### config.mk
export PLATFORM = sky130hd
export DESIGN_NAME = mem_access_unit
export DESIGN_NICKNAME = d
export VERILOG_FILES = /design/src/rtl/mem_access_unit_pkg.sv /design/src/rtl/mem_access_unit_lane_align.sv /design/src/rtl/mem_access_unit.sv
export SDC_FILE = /design/constraint.sdc
export NUM_CORES = 1
export LEC_CHECK = 0
export BUFFER_PORTS_ARGS = -buffer_cell sky130_fd_sc_hd__buf_4
export CAP_MARGIN = 20
export CORE_MARGIN = 10
export CORE_UTILIZATION = 45
export DETAILED_ROUTE_END_ITERATION = 12
export MAX_ROUTING_LAYER = met4
export PLACE_DENSITY_LB_ADDON = 0.08
export SLEW_MARGIN = 20
export SYNTH_ARGS = -nofsm -noshare
export SYNTH_HDL_FRONTEND = slang
export SYNTH_SLANG_ARGS = --single-unit
### constraint.sdc
create_clock -name clk -period 11.6 [get_ports clk]
set_input_delay 0.58 -clock clk [delete_from_list [all_inputs] [get_ports clk]]
set_output_delay 0.58 -clock clk [all_outputs]
set_load 0.1 [all_outputs]
### src/rtl/mem_access_unit_pkg.sv
// Shared definitions for the memory access unit: access size codes,
// FSM state encoding, default data width and the alignment rule.
package mem_defs;

    localparam int BITS_DEFAULT = 32;

    localparam logic [1:0] SIZE_B = 2'b00;
    localparam logic [1:0] SIZE_H = 2'b01;
    localparam logic [1:0] SIZE_W = 2'b10;
    localparam logic [1:0] SIZE_X = 2'b11;

    typedef enum logic [1:0] {
        IDLE  = 2'd0,
        READ  = 2'd1,
        WRITE = 2'd2,
        RESP  = 2'd3
    } state_t;

    // An illegal size code is reported the same way as a misaligned address.
    function automatic logic misaligned(input logic [1:0] size, input logic [1:0] lo);
        case (size)
            SIZE_B:  return 1'b0;
            SIZE_H:  return lo[0];
            SIZE_W:  return (lo != 2'b00);
            default: return 1'b1;
        endcase
    endfunction

endpackage

### src/rtl/mem_access_unit_lane_align.sv
// Byte/half lane handling: extracts and extends load data from a memory word,
// and merges right-justified store data into the addressed lane of a word.
module mem_lane_align
    import mem_defs::*;
#(
    parameter int BITS = BITS_DEFAULT
) (
    input  logic [1:0]      addr_lo,
    input  logic [1:0]      size,
    input  logic            uns,
    input  logic [BITS-1:0] rd_word,
    input  logic [BITS-1:0] mg_word,
    input  logic [BITS-1:0] wdata,
    output logic [BITS-1:0] load_data,
    output logic [BITS-1:0] merge_word
);

    logic [4:0]      sh;
    logic [BITS-1:0] rd_sh;
    logic [BITS-1:0] lane_mask;
    logic [BITS-1:0] pos_mask;

    // Aligned halves have addr_lo[0]=0, so one byte-granular shift serves both sizes.
    assign sh    = {addr_lo, 3'b000};
    assign rd_sh = rd_word >> sh;

    always_comb begin
        load_data = rd_sh;
        case (size)
            SIZE_B:  load_data = {{(BITS-8){~uns & rd_sh[7]}}, rd_sh[7:0]};
            SIZE_H:  load_data = {{(BITS-16){~uns & rd_sh[15]}}, rd_sh[15:0]};
            default: load_data = rd_sh;
        endcase
    end

    always_comb begin
        lane_mask = '1;
        case (size)
            SIZE_B:  lane_mask = BITS'(8'hFF);
            SIZE_H:  lane_mask = BITS'(16'hFFFF);
            default: lane_mask = '1;
        endcase
    end

    assign pos_mask   = lane_mask << sh;
    assign merge_word = (mg_word & ~pos_mask) | ((wdata << sh) & pos_mask);

endmodule

### src/rtl/mem_access_unit.sv
// CPU-side load/store unit driving a single-port data memory; sub-word
// stores are done as read-modify-write, misaligned accesses report an error.
module mem_access_unit
    import mem_defs::*;
#(
    parameter int BITS = BITS_DEFAULT
) (
    input  logic            clk,
    input  logic            rst,
    input  logic            req_valid,
    output logic            req_ready,
    input  logic            req_we,
    input  logic [1:0]      req_size,
    input  logic            req_unsigned,
    input  logic [BITS-1:0] req_addr,
    input  logic [BITS-1:0] req_wdata,
    output logic            rsp_valid,
    input  logic            rsp_ready,
    output logic [BITS-1:0] rsp_rdata,
    output logic            rsp_err,
    output logic [BITS-1:0] memAdr,
    output logic [BITS-1:0] writeData,
    output logic            memRead,
    output logic            memWrite,
    input  logic [BITS-1:0] readData,
    output logic [1:0]      dbg_state
);

    // Handshakes: a request transfers on a rising edge where req_valid && req_ready;
    // a response transfers where rsp_valid && rsp_ready, and is held until then.
    state_t          state;
    logic [BITS-1:0] addr_q;
    logic [1:0]      size_q;
    logic            we_q;
    logic            uns_q;
    logic [BITS-1:0] wdata_q;
    logic [BITS-1:0] word_q;
    logic [BITS-1:0] rsp_rdata_q;
    logic            rsp_err_q;
    logic [BITS-1:0] load_data;
    logic [BITS-1:0] merge_word;

    mem_lane_align #(.BITS(BITS)) u_lane (
        .addr_lo    (addr_q[1:0]),
        .size       (size_q),
        .uns        (uns_q),
        .rd_word    (readData),
        .mg_word    (word_q),
        .wdata      (wdata_q),
        .load_data  (load_data),
        .merge_word (merge_word)
    );

    always_ff @(posedge clk or posedge rst) begin
        if (rst) begin
            state       <= IDLE;
            addr_q      <= '0;
            size_q      <= '0;
            we_q        <= 1'b0;
            uns_q       <= 1'b0;
            wdata_q     <= '0;
            word_q      <= '0;
            rsp_rdata_q <= '0;
            rsp_err_q   <= 1'b0;
        end else begin
            case (state)
                IDLE: begin
                    if (req_valid) begin
                        addr_q      <= req_addr;
                        size_q      <= req_size;
                        we_q        <= req_we;
                        uns_q       <= req_unsigned;
                        wdata_q     <= req_wdata;
                        rsp_rdata_q <= '0;
                        rsp_err_q   <= 1'b0;
                        if (misaligned(req_size, req_addr[1:0])) begin
                            rsp_err_q <= 1'b1;
                            state     <= RESP;
                        end else if (!req_we || req_size != SIZE_W) begin
                            state <= READ;
                        end else begin
                            state <= WRITE;
                        end
                    end
                end
                READ: begin
                    word_q <= readData;
                    if (we_q) begin
                        state <= WRITE;
                    end else begin
                        rsp_rdata_q <= load_data;
                        state       <= RESP;
                    end
                end
                WRITE: state <= RESP;
                RESP: begin
                    if (rsp_ready) begin
                        state <= IDLE;
                    end
                end
                default: state <= IDLE;
            endcase
        end
    end

    // Strobes decode from state alone, so an async reset removes them immediately.
    assign req_ready = (state == IDLE);
    assign memRead   = (state == READ);
    assign memWrite  = (state == WRITE);
    assign rsp_valid = (state == RESP);
    assign rsp_rdata = rsp_rdata_q;
    assign rsp_err   = rsp_err_q;
    assign memAdr    = {addr_q[BITS-1:2], 2'b00};
    assign writeData = memWrite ? merge_word : '0;
    assign dbg_state = state;

endmodule

==> metrics.txt <==
cell row count 44; top cell type's share of synthesized area 0.4950; share of synthesized area occupied by flip-flops and latches 0.4950; Crit. End Element primary output; grt met2 use 0.3126; # Max-Cap Violations 0; number of fill cells 1197; Arr. time, crit path 2.68 ns; total clock buffers created by CTS 17; cell types with the largest area share after synthesis dfrtp_1, mux2_2, mux2i_1, buf_4, mux4_2; number of enable flip-flop cells after synthesis 0; remaining design rule violation count 0; effective utilization at floorplan 0.4642; async set or reset register ratio after synthesis 1.000; number of register bits inferred by synthesis 135; vias in the first global route 5467; sum of net half-perimeters after detailed placement 14750 um; initial antenna violation count 0; Reg clk slew, reported paths 0.06 ns; kind of critical path reg -> out; Worst Clk Skew 0.004683 ns; fraction of met3 tracks used by global routing 0.06766; cells along the critical path buf_4 -> or2_2 -> nand2_1 -> a21boi_0 -> buf_4; cells after synthesis 536; clock network latency to the later pin of the worst-skew pair 0.42 ns; Layout area overhead 29.30%; largest net degree at the start of global routing 86; met1 track utilization from global routing 0.2297; CTS HTree Levels 4; leading cell types in the layout, fill and taps excluded buf_4, dfrtp_1, mux2_2, nand2_1, mux2i_1; largest fanout of any net on the critical path 30; relative max-transition margin 0.3532; TritonCTS clock tree yes; antenna diode instance count 0; Final Critical Period 3.258 ns; number of buffers inserted to repair setup after CTS 0; Sum Neg Setup Slack 0 ns; most used flip-flop cell after synthesis dfrtp_1; library cell appearing most often on the critical path buf_4; cell taking the most area after synthesis dfrtp_1; Setup Viol. Count Final 0; share of final-layout standard cells stronger than drive strength 1 0.5311; Floorplan Core Area 14700 um^2; Avg Synthesized Cell Area 12.73 um^2; top-level I/O count 207; vias per cell 5.648; count of yosys warnings during synthesis 0; first-pass detailed-route iteration total 4; Buffers on Ports 204; most common cell after layout, fill and taps aside buf_4; outcome complete, no violations; mapped cell area 6824 um^2; Die Footprint 20490 um^2; post-layout net count 804; first-pass GRT wire length 30200 um; Slew Limit Fails 0; post-route ant nets 0; worst min path class in -> async; count of hold-fix buffers inserted at cts 0; standard cell with the maximum stage delay on the critical path dfrtp_2; part of the cycle the worst path needs 0.2809; unrepaired setup endpoints after global routing false; worst slew pin tran 0.9702 ns; grt ovf 0; die outline height 143.1 um; buffer levels on the longest clock path 2; count of routing violations after the opening detailed-route iteration 331; Max stage delay on crit path 0.70 ns; Total Wirelength 19620 um; Setup crit start kind flip-flop; number of distinct library cell variants in the gate-level netlist after synthesis 41; Root Driver clkbuf_16; width of the die 143.1 um; final hold viol count 0; total number of vias 5038; overall track demand over capacity in global routing 0.1971; achievable frequency 306.9 MHz; Num Clock Sinks 135; per-cell routed wire length 22.00 um; Resized cells post-CTS 0; data required time of the worst path 11.02 ns; Most Crowded Layer GR met2; final RePlAce weighted congestion 0.8286
layer usage:
metal  share of wire  up-vias
met3           0.080       30
li1                -     2272
met5               0        -
met1            0.40     2534
met4           0.023        0
met2            0.50      202
worst max-delay path: cells and delay by family (launching register included):
kind            cells  cell delay [ns]
flops               1             0.70
buf+inv             2             0.86
simple gates        2             0.42
compound gates      1             0.28
stage by stage:
| stage | utilization | cell area [um^2] | instances | hold slack (ns) | setup WS [ns] |
|---|---|---|---|---|---|
| global route | 0.6003 | 8823 | 892 | 0.2034 | 8.162 |
| floorplan | - | 6828 | 537 | 0.4720 | 6.546 |
| detailed placement | 0.5587 | 8213 | 860 | 0.4773 | 8.710 |
| CTS | 0.5996 | 8813 | 892 | 0.1957 | 8.246 |
| global placement | 0.5587 | 8213 | 860 | 0.4724 | 8.750 |
| finish | 0.6003 | 8823 | 892 | 0.1875 | 8.342 |
layout make-up:
cell class                      instances  area, um^2  share of cell area
Clock buffer                           23       478.0             0.05417
Clock inverter                          9       122.6             0.01390
Inverter                                6       27.53            0.003120
Multi-Input combinational cell        327        3019              0.3422
Sequential cell                       135        3381              0.3832
Tap cell                              184       230.2             0.02609
Timing Repair Buffer                  208        1565              0.1774
state kept, by name, indices dropped and copies added, names as in the netlist:
name       count
word_q        32
size_q         2
addr_q        32
we_q           1
rsp_err        1
uns_q          1
wdata_q       32
rsp_rdata     32
dbg_state      2
cell families (layout without fill, tap and decap cells):
logic type,after synthesis,count (layout),share of synthesized area
muxes,150,150,0.2578
and+or+nand+nor,77,77,0.05446
buffers and inverters,75,246,0.06509
DFF,135,135,0.4950
other,1,2,0.0005495
AOI/OAI and AO/OA,92,92,0.1166
adders and majority gates,5,5,0.009168
xor gates and xnor gates,1,1,0.001284
path summary, 6_finish.rpt:
check	startpoint	to	slack, ns	depth (start not counted)
max reg2reg	addr_q[0]	rsp_rdata[26]	8.78	5
max	addr_q[0]	writeData[1]	8.34	5
max in group asynchronous	rst	wdata_q[0]	10.26	3
min reg2reg	rsp_rdata[1]	rsp_rdata[1]	0.49	1
min	rst	addr_q[8]	0.19	2
min in group clk	req_wdata[14]	wdata_q[14]	0.39	2
cell usage after synthesis, types with 2 or more instances:
| cell | count |
|---|---|
| o211a_1 | 16 |
| dfrtp_1 | 135 |
| a221oi_1 | 8 |
| nand2_1 | 35 |
| and3b_1 | 2 |
| buf_6 | 3 |
| a21boi_0 | 9 |
| o21a_1 | 2 |
| nor3_1 | 2 |
| nor3b_2 | 2 |
| ha_1 | 5 |
| a21oi_1 | 11 |
| nor2b_1 | 8 |
| buf_2 | 13 |
| a221o_1 | 16 |
| nor2_1 | 13 |
| clkbuf_1 | 14 |
| mux4_2 | 9 |
| nand3_1 | 9 |
| inv_1 | 6 |
| a22oi_1 | 8 |
| buf_4 | 33 |
| buf_1 | 6 |
| mux2i_1 | 25 |
| o2bb2ai_1 | 15 |
| mux2_2 | 116 |
Power is left out: the tool's default activity adds up to more than one toggle a clock period on the data nets, which glitch-free logic cannot reach.
